### src/rtl/control_pkg.sv
// Shared types and encodings for the multi-cycle control FSM and its opcode decoder.
package control_pkg;

    typedef enum logic [2:0] {
        ST_IDLE,
        ST_FETCH,
        ST_DECODE,
        ST_EXEC,
        ST_MEM,
        ST_WB,
        ST_HALT
    } state_t;

    typedef enum logic [2:0] {
        CL_ALU,
        CL_ADDI,
        CL_LW,
        CL_SW,
        CL_BEQ,
        CL_JMP,
        CL_HALT,
        CL_ILLEGAL
    } iclass_t;

    localparam logic [3:0] OP_ALU_MAX = 4'h7;
    localparam logic [3:0] OP_ADDI    = 4'h8;
    localparam logic [3:0] OP_LW      = 4'h9;
    localparam logic [3:0] OP_SW      = 4'hA;
    localparam logic [3:0] OP_BEQ     = 4'hB;
    localparam logic [3:0] OP_JMP     = 4'hC;
    localparam logic [3:0] OP_HALT    = 4'hF;

    localparam logic [1:0] PC_SRC_SEQ    = 2'd0;
    localparam logic [1:0] PC_SRC_BRANCH = 2'd1;
    localparam logic [1:0] PC_SRC_JUMP   = 2'd2;

    localparam logic [3:0] ALU_ADD = 4'd0;
    localparam logic [3:0] ALU_SUB = 4'd1;

    function automatic logic is_mem_wait(input state_t s);
        return (s == ST_FETCH) || (s == ST_MEM);
    endfunction

endpackage

### src/rtl/control_decode.sv
// Combinational opcode decoder: classifies an opcode and produces its zero-extended ALU operation.
module control_decode
    import control_pkg::*;
#(
    parameter int OPCODE_W = 4,
    parameter int ALU_OP_W = 4
) (
    input  logic [OPCODE_W-1:0] i_opcode,
    output logic [2:0]          o_class,
    output logic [ALU_OP_W-1:0] o_alu_op
);

    logic       w_upper_nz;
    logic [3:0] w_low;

    // Any bit above the 4-bit opcode space makes the instruction illegal.
    assign w_upper_nz = |(i_opcode >> 4);
    assign w_low      = i_opcode[3:0];

    always_comb begin
        o_class  = CL_ILLEGAL;
        o_alu_op = '0;
        if (!w_upper_nz) begin
            if (w_low <= OP_ALU_MAX) begin
                o_class  = CL_ALU;
                o_alu_op = ALU_OP_W'(w_low);
            end else begin
                case (w_low)
                    OP_ADDI: begin
                        o_class  = CL_ADDI;
                        o_alu_op = ALU_OP_W'(ALU_ADD);
                    end
                    OP_LW: begin
                        o_class  = CL_LW;
                        o_alu_op = ALU_OP_W'(ALU_ADD);
                    end
                    OP_SW: begin
                        o_class  = CL_SW;
                        o_alu_op = ALU_OP_W'(ALU_ADD);
                    end
                    OP_BEQ: begin
                        o_class  = CL_BEQ;
                        o_alu_op = ALU_OP_W'(ALU_SUB);
                    end
                    OP_JMP:  o_class = CL_JMP;
                    OP_HALT: o_class = CL_HALT;
                    default: o_class = CL_ILLEGAL;
                endcase
            end
        end
    end

endmodule

### src/rtl/multicycle_control_fsm.sv
// Multi-cycle FETCH/DECODE/EXEC/MEM/WB control sequencer with memory-ready handshake.
// Optional memory-wait timeout with sticky bus error when MEM_TIMEOUT_EN is defined.
module multicycle_control_fsm
    import control_pkg::*;
#(
    parameter int OPCODE_W    = 4,
    parameter int ALU_OP_W    = 4,
    parameter int MEM_TIMEOUT = 15
) (
    input  logic                clk,
    input  logic                rst_n,
    input  logic [OPCODE_W-1:0] opcode,
    input  logic                zero,
    input  logic                mem_ready,
    output logic                ir_write,
    output logic                pc_write,
    output logic [1:0]          pc_src,
    output logic                mem_enable,
    output logic                mem_read,
    output logic                mem_write,
    output logic                mem_reg,
    output logic                reg_write,
    output logic                reg_dst,
    output logic                ALU_src,
    output logic                branch,
    output logic [ALU_OP_W-1:0] ALU_op,
    output logic                illegal_op,
    output logic                halted,
    output logic                bus_err
);

    state_t                r_state;
    state_t                w_next;
    logic [OPCODE_W-1:0]   r_opcode;
    logic [2:0]            w_class_raw;
    iclass_t               w_class;
    logic [ALU_OP_W-1:0]   w_alu_op;
    logic                  w_timeout;

    // Decode works on the latched opcode so IR changes after DECODE are invisible.
    control_decode #(
        .OPCODE_W (OPCODE_W),
        .ALU_OP_W (ALU_OP_W)
    ) u_decode (
        .i_opcode (r_opcode),
        .o_class  (w_class_raw),
        .o_alu_op (w_alu_op)
    );

    assign w_class = iclass_t'(w_class_raw);

`ifdef MEM_TIMEOUT_EN
    localparam int CNT_W = $clog2(MEM_TIMEOUT + 1);

    logic [CNT_W-1:0] r_wait_cnt;
    logic             r_bus_err;

    // Fires on the last tolerated idle cycle so HALT is entered as the count reaches MEM_TIMEOUT.
    assign w_timeout = is_mem_wait(r_state) && !mem_ready
                       && (r_wait_cnt == CNT_W'(MEM_TIMEOUT - 1));

    always_ff @(posedge clk or negedge rst_n) begin
        if (!rst_n) begin
            r_wait_cnt <= '0;
            r_bus_err  <= 1'b0;
        end else begin
            if ((w_next != r_state) || mem_ready) begin
                r_wait_cnt <= '0;
            end else if (is_mem_wait(r_state)) begin
                r_wait_cnt <= r_wait_cnt + 1'b1;
            end
            if (w_timeout) begin
                r_bus_err <= 1'b1;
            end
        end
    end

    assign bus_err = r_bus_err;
`else
    assign w_timeout = 1'b0;
    assign bus_err   = 1'b0;
`endif

    always_ff @(posedge clk or negedge rst_n) begin
        if (!rst_n) begin
            r_state  <= ST_IDLE;
            r_opcode <= '0;
        end else begin
            r_state <= w_next;
            if (r_state == ST_DECODE) begin
                r_opcode <= opcode;
            end
        end
    end

    always_comb begin
        w_next     = r_state;
        ir_write   = 1'b0;
        pc_write   = 1'b0;
        pc_src     = PC_SRC_SEQ;
        mem_enable = 1'b0;
        mem_read   = 1'b0;
        mem_write  = 1'b0;
        mem_reg    = 1'b0;
        reg_write  = 1'b0;
        reg_dst    = 1'b0;
        ALU_src    = 1'b0;
        branch     = 1'b0;
        ALU_op     = '0;
        illegal_op = 1'b0;
        halted     = 1'b0;

        case (r_state)
            ST_IDLE: w_next = ST_FETCH;

            ST_FETCH: begin
                mem_enable = 1'b1;
                mem_read   = 1'b1;
                if (w_timeout) begin
                    w_next = ST_HALT;
                end else if (mem_ready) begin
                    ir_write = 1'b1;
                    pc_write = 1'b1;
                    pc_src   = PC_SRC_SEQ;
                    w_next   = ST_DECODE;
                end
            end

            ST_DECODE: w_next = ST_EXEC;

            ST_EXEC: begin
                ALU_op = w_alu_op;
                case (w_class)
                    CL_ALU:  w_next = ST_WB;
                    CL_ADDI: begin
                        ALU_src = 1'b1;
                        w_next  = ST_WB;
                    end
                    CL_LW, CL_SW: begin
                        ALU_src = 1'b1;
                        w_next  = ST_MEM;
                    end
                    CL_BEQ: begin
                        branch   = 1'b1;
                        pc_src   = PC_SRC_BRANCH;
                        pc_write = zero;
                        w_next   = ST_FETCH;
                    end
                    CL_JMP: begin
                        pc_write = 1'b1;
                        pc_src   = PC_SRC_JUMP;
                        w_next   = ST_FETCH;
                    end
                    CL_HALT: w_next = ST_HALT;
                    default: begin
                        illegal_op = 1'b1;
                        w_next     = ST_FETCH;
                    end
                endcase
            end

            ST_MEM: begin
                mem_enable = 1'b1;
                mem_read   = (w_class == CL_LW);
                mem_write  = (w_class == CL_SW);
                ALU_src    = 1'b1;
                ALU_op     = w_alu_op;
                if (w_timeout) begin
                    w_next = ST_HALT;
                end else if (mem_ready) begin
                    w_next = (w_class == CL_LW) ? ST_WB : ST_FETCH;
                end
            end

            ST_WB: begin
                reg_write = 1'b1;
                mem_reg   = (w_class == CL_LW);
                reg_dst   = (w_class == CL_ALU);
                ALU_op    = w_alu_op;
                w_next    = ST_FETCH;
            end

            ST_HALT: halted = 1'b1;

            default: w_next = ST_IDLE;
        endcase
    end

endmodule

### config.mk
export PLATFORM = sky130hd
export DESIGN_NAME = multicycle_control_fsm
export DESIGN_NICKNAME = d
export VERILOG_FILES = /design/src/rtl/control_pkg.sv /design/src/rtl/control_decode.sv /design/src/rtl/multicycle_control_fsm.sv
export SDC_FILE = /design/constraint.sdc
export NUM_CORES = 1
export LEC_CHECK = 0
export CORE_MARGIN = 3
export CORE_UTILIZATION = 42
export CTS_BUF_LIST = sky130_fd_sc_hd__clkbuf_8 sky130_fd_sc_hd__clkbuf_16
export DETAILED_ROUTE_END_ITERATION = 12
export HOLD_SLACK_MARGIN = 0.08
export PLACE_DENSITY = 0.82
export SETUP_SLACK_MARGIN = 0.3
export SYNTH_ARGS = -nofsm -noshare
export SYNTH_HDL_FRONTEND = slang
export SYNTH_SLANG_ARGS = --single-unit
export TNS_END_PERCENT = 10
### constraint.sdc
create_clock -name clk -period 3.4 [get_ports clk]
set_input_delay 0.68 -clock clk [delete_from_list [all_inputs] [get_ports clk]]
set_output_delay 0.68 -clock clk [all_outputs]
set_load 0.03 [all_outputs]
==> After elaboration in Yosys (flattened, before gate mapping) <==
Cells that the tools add are included.
{ "op_classes": {"div": 0, "bitwise": 1, "mux": 29, "n_reduce_logical": 10, "multipliers": 0, "n_eq_ne": 20, "order_cmp": 1, "addsub": 0, "shifts": 0} }
{ "op_table": {"columns": ["op", "count"], "rows": [
  ["case mux 3 bit (6 select lines)", 2],
  ["== test 4 bit (second input constant)", 6],
  ["== test 3 bit (second input constant)", 6],
  ["2-to-1 mux 1 bit", 14],
  ["== test 3 x 2 -> 1 bit (second input constant)", 4],
  ["2-to-1 mux 3 bit", 4],
  ["case mux 3 bit (3 select lines)", 1],
  ["2-to-1 mux 4 bit", 2],
  ["case mux 1 bit (2 select lines)", 4],
  ["OR reduction 2 bit", 4],
  ["OR reduction 7 bit", 1],
  ["== test 3 x 1 -> 1 bit (second input constant)", 2],
  ["zero test 3 bit", 2],
  ["OR reduction 3 bit", 2],
  ["<= comparator 4 x 3 -> 1 bit (second input constant)", 1],
  ["!= test 2 bit (second input constant)", 2],
  ["case mux 2 bit (2 select lines)", 1],
  ["AND reduction 3 bit", 1],
  ["2-to-1 mux 2 bit", 1],
  ["inverter 1 bit", 1]
]} }
{ "word_totals": {"romBits": 0, "inputBits": 8, "ff_bits": 7, "latchBits": 0, "mem_bits_rw": 0, "word_cells": 63, "mem_count": 0} }

==> Depth between registers and ports, before layout <==
{ "logic_depth": {"word_depth": 7, "mapped_depth": 5} }

==> By module <==
A second synthesis with hierarchy kept.
{ "hier_totals": {"hier_cells": 76, "hier_area_um2": 625.6} }
{ "modules_own_cells": {"columns": ["mod", "area_each_um2", "instances", "seq_area_each_um2", "cells_each"], "rows": [
  ["multicycle_control_fsm", 550.5, 1, 175.2, 63],
  ["control_decode", 75.1, 1, 0.0, 13]
]} }

==> Least setup slack after synthesis <==
No wires, ideal clock.
{ "synth_timing": {"kind": "reg-to-output", "from": "register r_opcode[1]", "to": "output port pc_write", "path_buffers": 1, "stages_incl_launch_ff": 6, "setup_slack_ns": 0.497, "arrival_time_ns": 2.223, "path_cell_list": "dfrtp_1 clkbuf_1 nand2_1 nor3_1 nand2_1 a31oi_1"} }
{ "synth_between": {"elab_chain_len": 6, "word_cells_on_any_way": 13, "classes_between": "order compare: 1; eq/ne: 8; mux: 4"} }
{ "synth_lines": {"columns": ["item", "line", "source"], "rows": [
  ["start: declaration", "multicycle_control_fsm.sv:34", "logic [OPCODE_W-1:0] r_opcode;"],
  ["start signal: assignment", "multicycle_control_fsm.sv:91", "r_opcode <= opcode;"],
  ["== test 4 bit", "control_decode.sv:28", "case (w_low)"],
  ["case mux 3 bit (6 select lines)", "control_decode.sv:28", null],
  ["2-to-1 mux 3 bit (*)", "control_decode.sv:24", "if (w_low <= OP_ALU_MAX) begin"],
  ["== test 3 bit", "multicycle_control_fsm.sv:133", "case (w_class)"],
  ["case mux 1 bit (2 select lines) (*)", "multicycle_control_fsm.sv:133", null],
  ["case mux 1 bit (2 select lines) (*)", "multicycle_control_fsm.sv:113", "case (r_state)"],
  ["end: declaration", "multicycle_control_fsm.sv:16", "output logic pc_write,"]
]} }
Every way passes the cells marked *; elsewhere a longest branch is shown, timed or not.

==> Worst setup path in the final report <==
{ "layout_timing": {"from": "register r_state[0]", "to": "output port mem_read"} }
{ "layout_between": {"elab_chain_len": 2, "word_cells_on_any_way": 3, "classes_between": "eq/ne: 2; mux: 1"} }
{ "layout_lines": {"columns": ["item", "line", "source"], "rows": [
  ["start: declaration", "multicycle_control_fsm.sv:32", "state_t r_state;"],
  ["start signal: assignment", "multicycle_control_fsm.sv:89", "r_state <= w_next;"],
  ["== test 3 bit / == test 3 x 1 -> 1 bit (equally long branches)", "multicycle_control_fsm.sv:113", null],
  ["case mux 1 bit (2 select lines) (*)", "multicycle_control_fsm.sv:113", null],
  ["end: declaration", "multicycle_control_fsm.sv:19", "output logic mem_read,"]
]} }
Marks and branches as above.

==> results.txt <==
The run finished with clean final reports. The area growth from synthesis to layout is 44.8%. The ratio of cells with drive above 1 in the final layout came out at 0.103. Category of the worst setup path launch point: a flop.

The dominant register cell in the synthesized netlist was dfrtp_1. The signal on the critical path passes through inv_1 > nand2_1 > or4_1 > a21oi_1 > clkdlybuf4s50_1. The clock net in this run drives a total of 7 sinks. The run gives 0.381 nW as the leakage power figure. The cell count after synthesis came out at 77.

Pin placement for this block handled 27 I/O pins. The total count of max-transition violations in the final report came out at 0. The first global-routing pass estimated 2.33 mm of wire. The count of nets after finishing came out at 106. The multi-input combinational cells in the finished layout cover a total of 333 sq um. The largest fanout on the critical path is 6.

For this run, design rule violations remaining after detail routing come to 0. The net switching fraction of the power was 0.481. Input and output buffers added on the ports amount to 24.

The logs give 0.00186 sq mm for the area enclosed by the die boundary and 539 for the number of global-route vias before repair. In the final timing run, aggregate negative setup slack is 0 ns. The library cells used most frequently in the layout, excluding fill and tap cells, are clkdlybuf4s50_1 (23), nand2_1 (11), inv_1 (7), dfrtp_1 (6). Post-synthesis area per instance: 7.51 sq um. Counting both buffers and inverters, the worst setup path holds a total of 2. The logs give 0.00104 ns for the maximum clock skew at final layout and 0 for the sum of overflow across all layers after global routing. For the worst-skew pair, the clock arrives at the later sink with an insertion delay of 0.22 ns. The smallest clock period supported by the final layout is computed as 2.92 ns. Derived from the worst setup path, the maximum achievable clock frequency is 343 MHz.

Dividing the detail-routed via count by the number of cells gives 5.30. Cell internal power was estimated by the tool at 0.392 mW. Slowest cell on the critical path: clkdlybuf4s50_1. The detailed-router iteration count before antenna repair is 4, and the total routing usage reported by global routing is 0.162. The floorplan has 12 rows. The clock passes through at most 2 buffers. For the total CTS buffers, the log shows 3.

Reg-to-reg endpoint: r_state[2]. Counting distinct cell types in the post-synthesis netlist gives 29. The routed layout has 588 vias. The number of setup buffers added after CTS is 0. Across all register-to-register paths, the minimum setup slack is 1.85 ns. The run gives 0 as the number of hold-slack violations in the final timing report. The detailed router finished its first iteration with 9 violations. On the critical path the largest part of the delay comes from buffers and inverters.

The congestion estimate from routability-driven global placement came to 0.806. After clock tree synthesis, the clock-pin slew on the worst setup and hold paths is 0.04 ns. The worst hold path begins at r_state[1]. The count of nets left with antenna violations once routing finished came out at 0. The startpoint identified for the worst register-to-register timing path is r_state[1]. The most frequent standard cell in the layout excluding fill and tap cells is clkdlybuf4s50_1. The proportion of power drawn by flip-flops and latches is 0.281. The starting density of the core came out at 0.481. Cell depth of the worst flop-to-flop path: 4. The run gives 0.147 as the power share of the clock group.

Once detailed placement completed, the half-perimeter wirelength came to 1.07 mm. The power after layout is 0.754 mW. The run gives 0.00120 sq mm as the area of the core. The type of the tightest min-delay check is reg -> reg. The async set-reset flop share out of synthesis came out at 1.00. Entering global routing, the biggest net connects 12 pins. The routed design has 1.35 mm of wire. TritonCTS built the clock tree.

The number of antenna diodes in the final layout is 0. The tools report the number of antenna violations at the first check in global routing as 0. For the synthesized cell area, the log shows 578 sq um.

STA classifies the critical path endpoint as an output pin. Part of the total power dissipated in combinational logic: 0.572. The storage element area is 176 sq um, and the width of the chip is 43.1 um. From bottom edge to top edge, the die measures 43.1 um. Reported max-cap violation count: 0. The worst IR drop on VDD is 0.537 mV, and the final cycle utilization of the critical path is 0.858. The root buffer cell chosen for the clock tree is clkbuf_8. The tools report the hold-critical path endpoint as r_state[0]. Worst setup path startpoint: r_state[0]. Fill cells in the final layout number 102. The critical path crosses 5 cells after its start point.

The routed wire length per instance is 12.2 um. The run gives 2.72 ns as the worst endpoint required time. Setup repair after global routing left no endpoint under its margin.

The run gives 0.303 as the sequential element share of the synthesized area. Power per cell area: 901 mW/mm^2. The total number of H-tree levels was 1; the number of cells on the worst hold path was 1. The largest stage delay on the critical path works out to 0.68 ns. In this run, synthesis inferred 0 flip-flops with an integrated enable.

The count of hold buffers inserted by post-cts repair was 0. Synthesis inferred 7 register bits. The number of warnings issued by yosys is 0, and the number of failing setup endpoints in the final timing report is 0. Post-CTS repair changed the size of 0 cells. Critical path class: reg -> out. Summed over all nets, the switching power comes to 0.362 mW. STA puts the critical path data arrival time at 2.24 ns.
[layout make-up]
type / count / share of cell area
Multi-Input combinational cell: 56 / 0.398
Timing Repair Buffer: 24 / 0.290
Sequential cell: 7 / 0.211
Clock buffer: 3 / 0.0493
Inverter: 6 / 0.0269
Tap cell: 14 / 0.0209
Clock inverter: 1 / 0.00448
[state kept, by name, indices dropped and copies added (netlist names)]
name	flops
r_opcode	4
r_state	3
[worst register-to-register path, stage by stage, from the launching register on]
cell and delay [ns]:
dfrtp_2 0.47, or3b_2 0.54, nor4_1 0.24, or3_1 0.15, a31o_2 0.10
[metal layers]
metal	wire length, um	vias up	GRT usage
li1	-	300	-
met1	651	266	0.217
met2	624	20	0.245
met3	71	2	0.0297
met4	6	0	0.0783
met5	0	-	0
[per-stage QoR]
stage          instances  worst slack [ns]   util  cell area [sq um]  hold WS [ns]
2_1_floorplan         78             0.497      -                582         0.384
3_3_place_gp         107             0.580  0.656                788         0.646
3_5_place_dp         107             0.566  0.656                788         0.666
4_1_cts              111             0.378  0.694                833         0.670
5_1_grt              111             0.354  0.697                837         0.649
6_report             111             0.482  0.697                837         0.619
[worst max path at each step]
stage / endpoint / slack [ns]
6_report: mem_read / 0.48
2_1_floorplan: pc_write / 0.50
3_3_place_gp: ir_write / 0.58
5_1_grt: mem_read / 0.35
3_5_place_dp: ir_write / 0.57
4_1_cts: pc_write / 0.38
[kinds of logic after synthesis]
kind of cell / synth area share
xor+xnor: 0.0152
compound gates: 0.171
mux: 0.0390
flops: 0.303
buf+inv: 0.128
simple gates: 0.338
other cells: 0.00649
[Yosys cell counts, types with 2 or more instances]
master / n / share of area
a31o_2: 2 / 0.030
buf_2: 2 / 0.017
o21ai_0: 4 / 0.035
clkbuf_1: 3 / 0.019
inv_1: 6 / 0.039
a21oi_1: 5 / 0.043
dfrtp_1: 7 / 0.30
mux2_2: 2 / 0.039
nand2_1: 11 / 0.071
nor4_1: 3 / 0.032
and3_1: 2 / 0.022
buf_4: 4 / 0.052
nor2_1: 5 / 0.032
and2_1: 2 / 0.022
nand2b_1: 2 / 0.022
a211oi_1: 2 / 0.026
or3_1: 3 / 0.032
[power by group through the flow]
stage          Combinational [mW]  Sequential [mW]  Clock (mW)
2_1_floorplan               0.365            0.141           0
3_3_place_gp                0.429            0.207           0
3_5_place_dp                0.434            0.209           0
4_1_cts                     0.435            0.208       0.113
5_1_grt                     0.467            0.224       0.121
6_report                    0.431            0.212       0.111
Power figures use the tool's default switching activity.
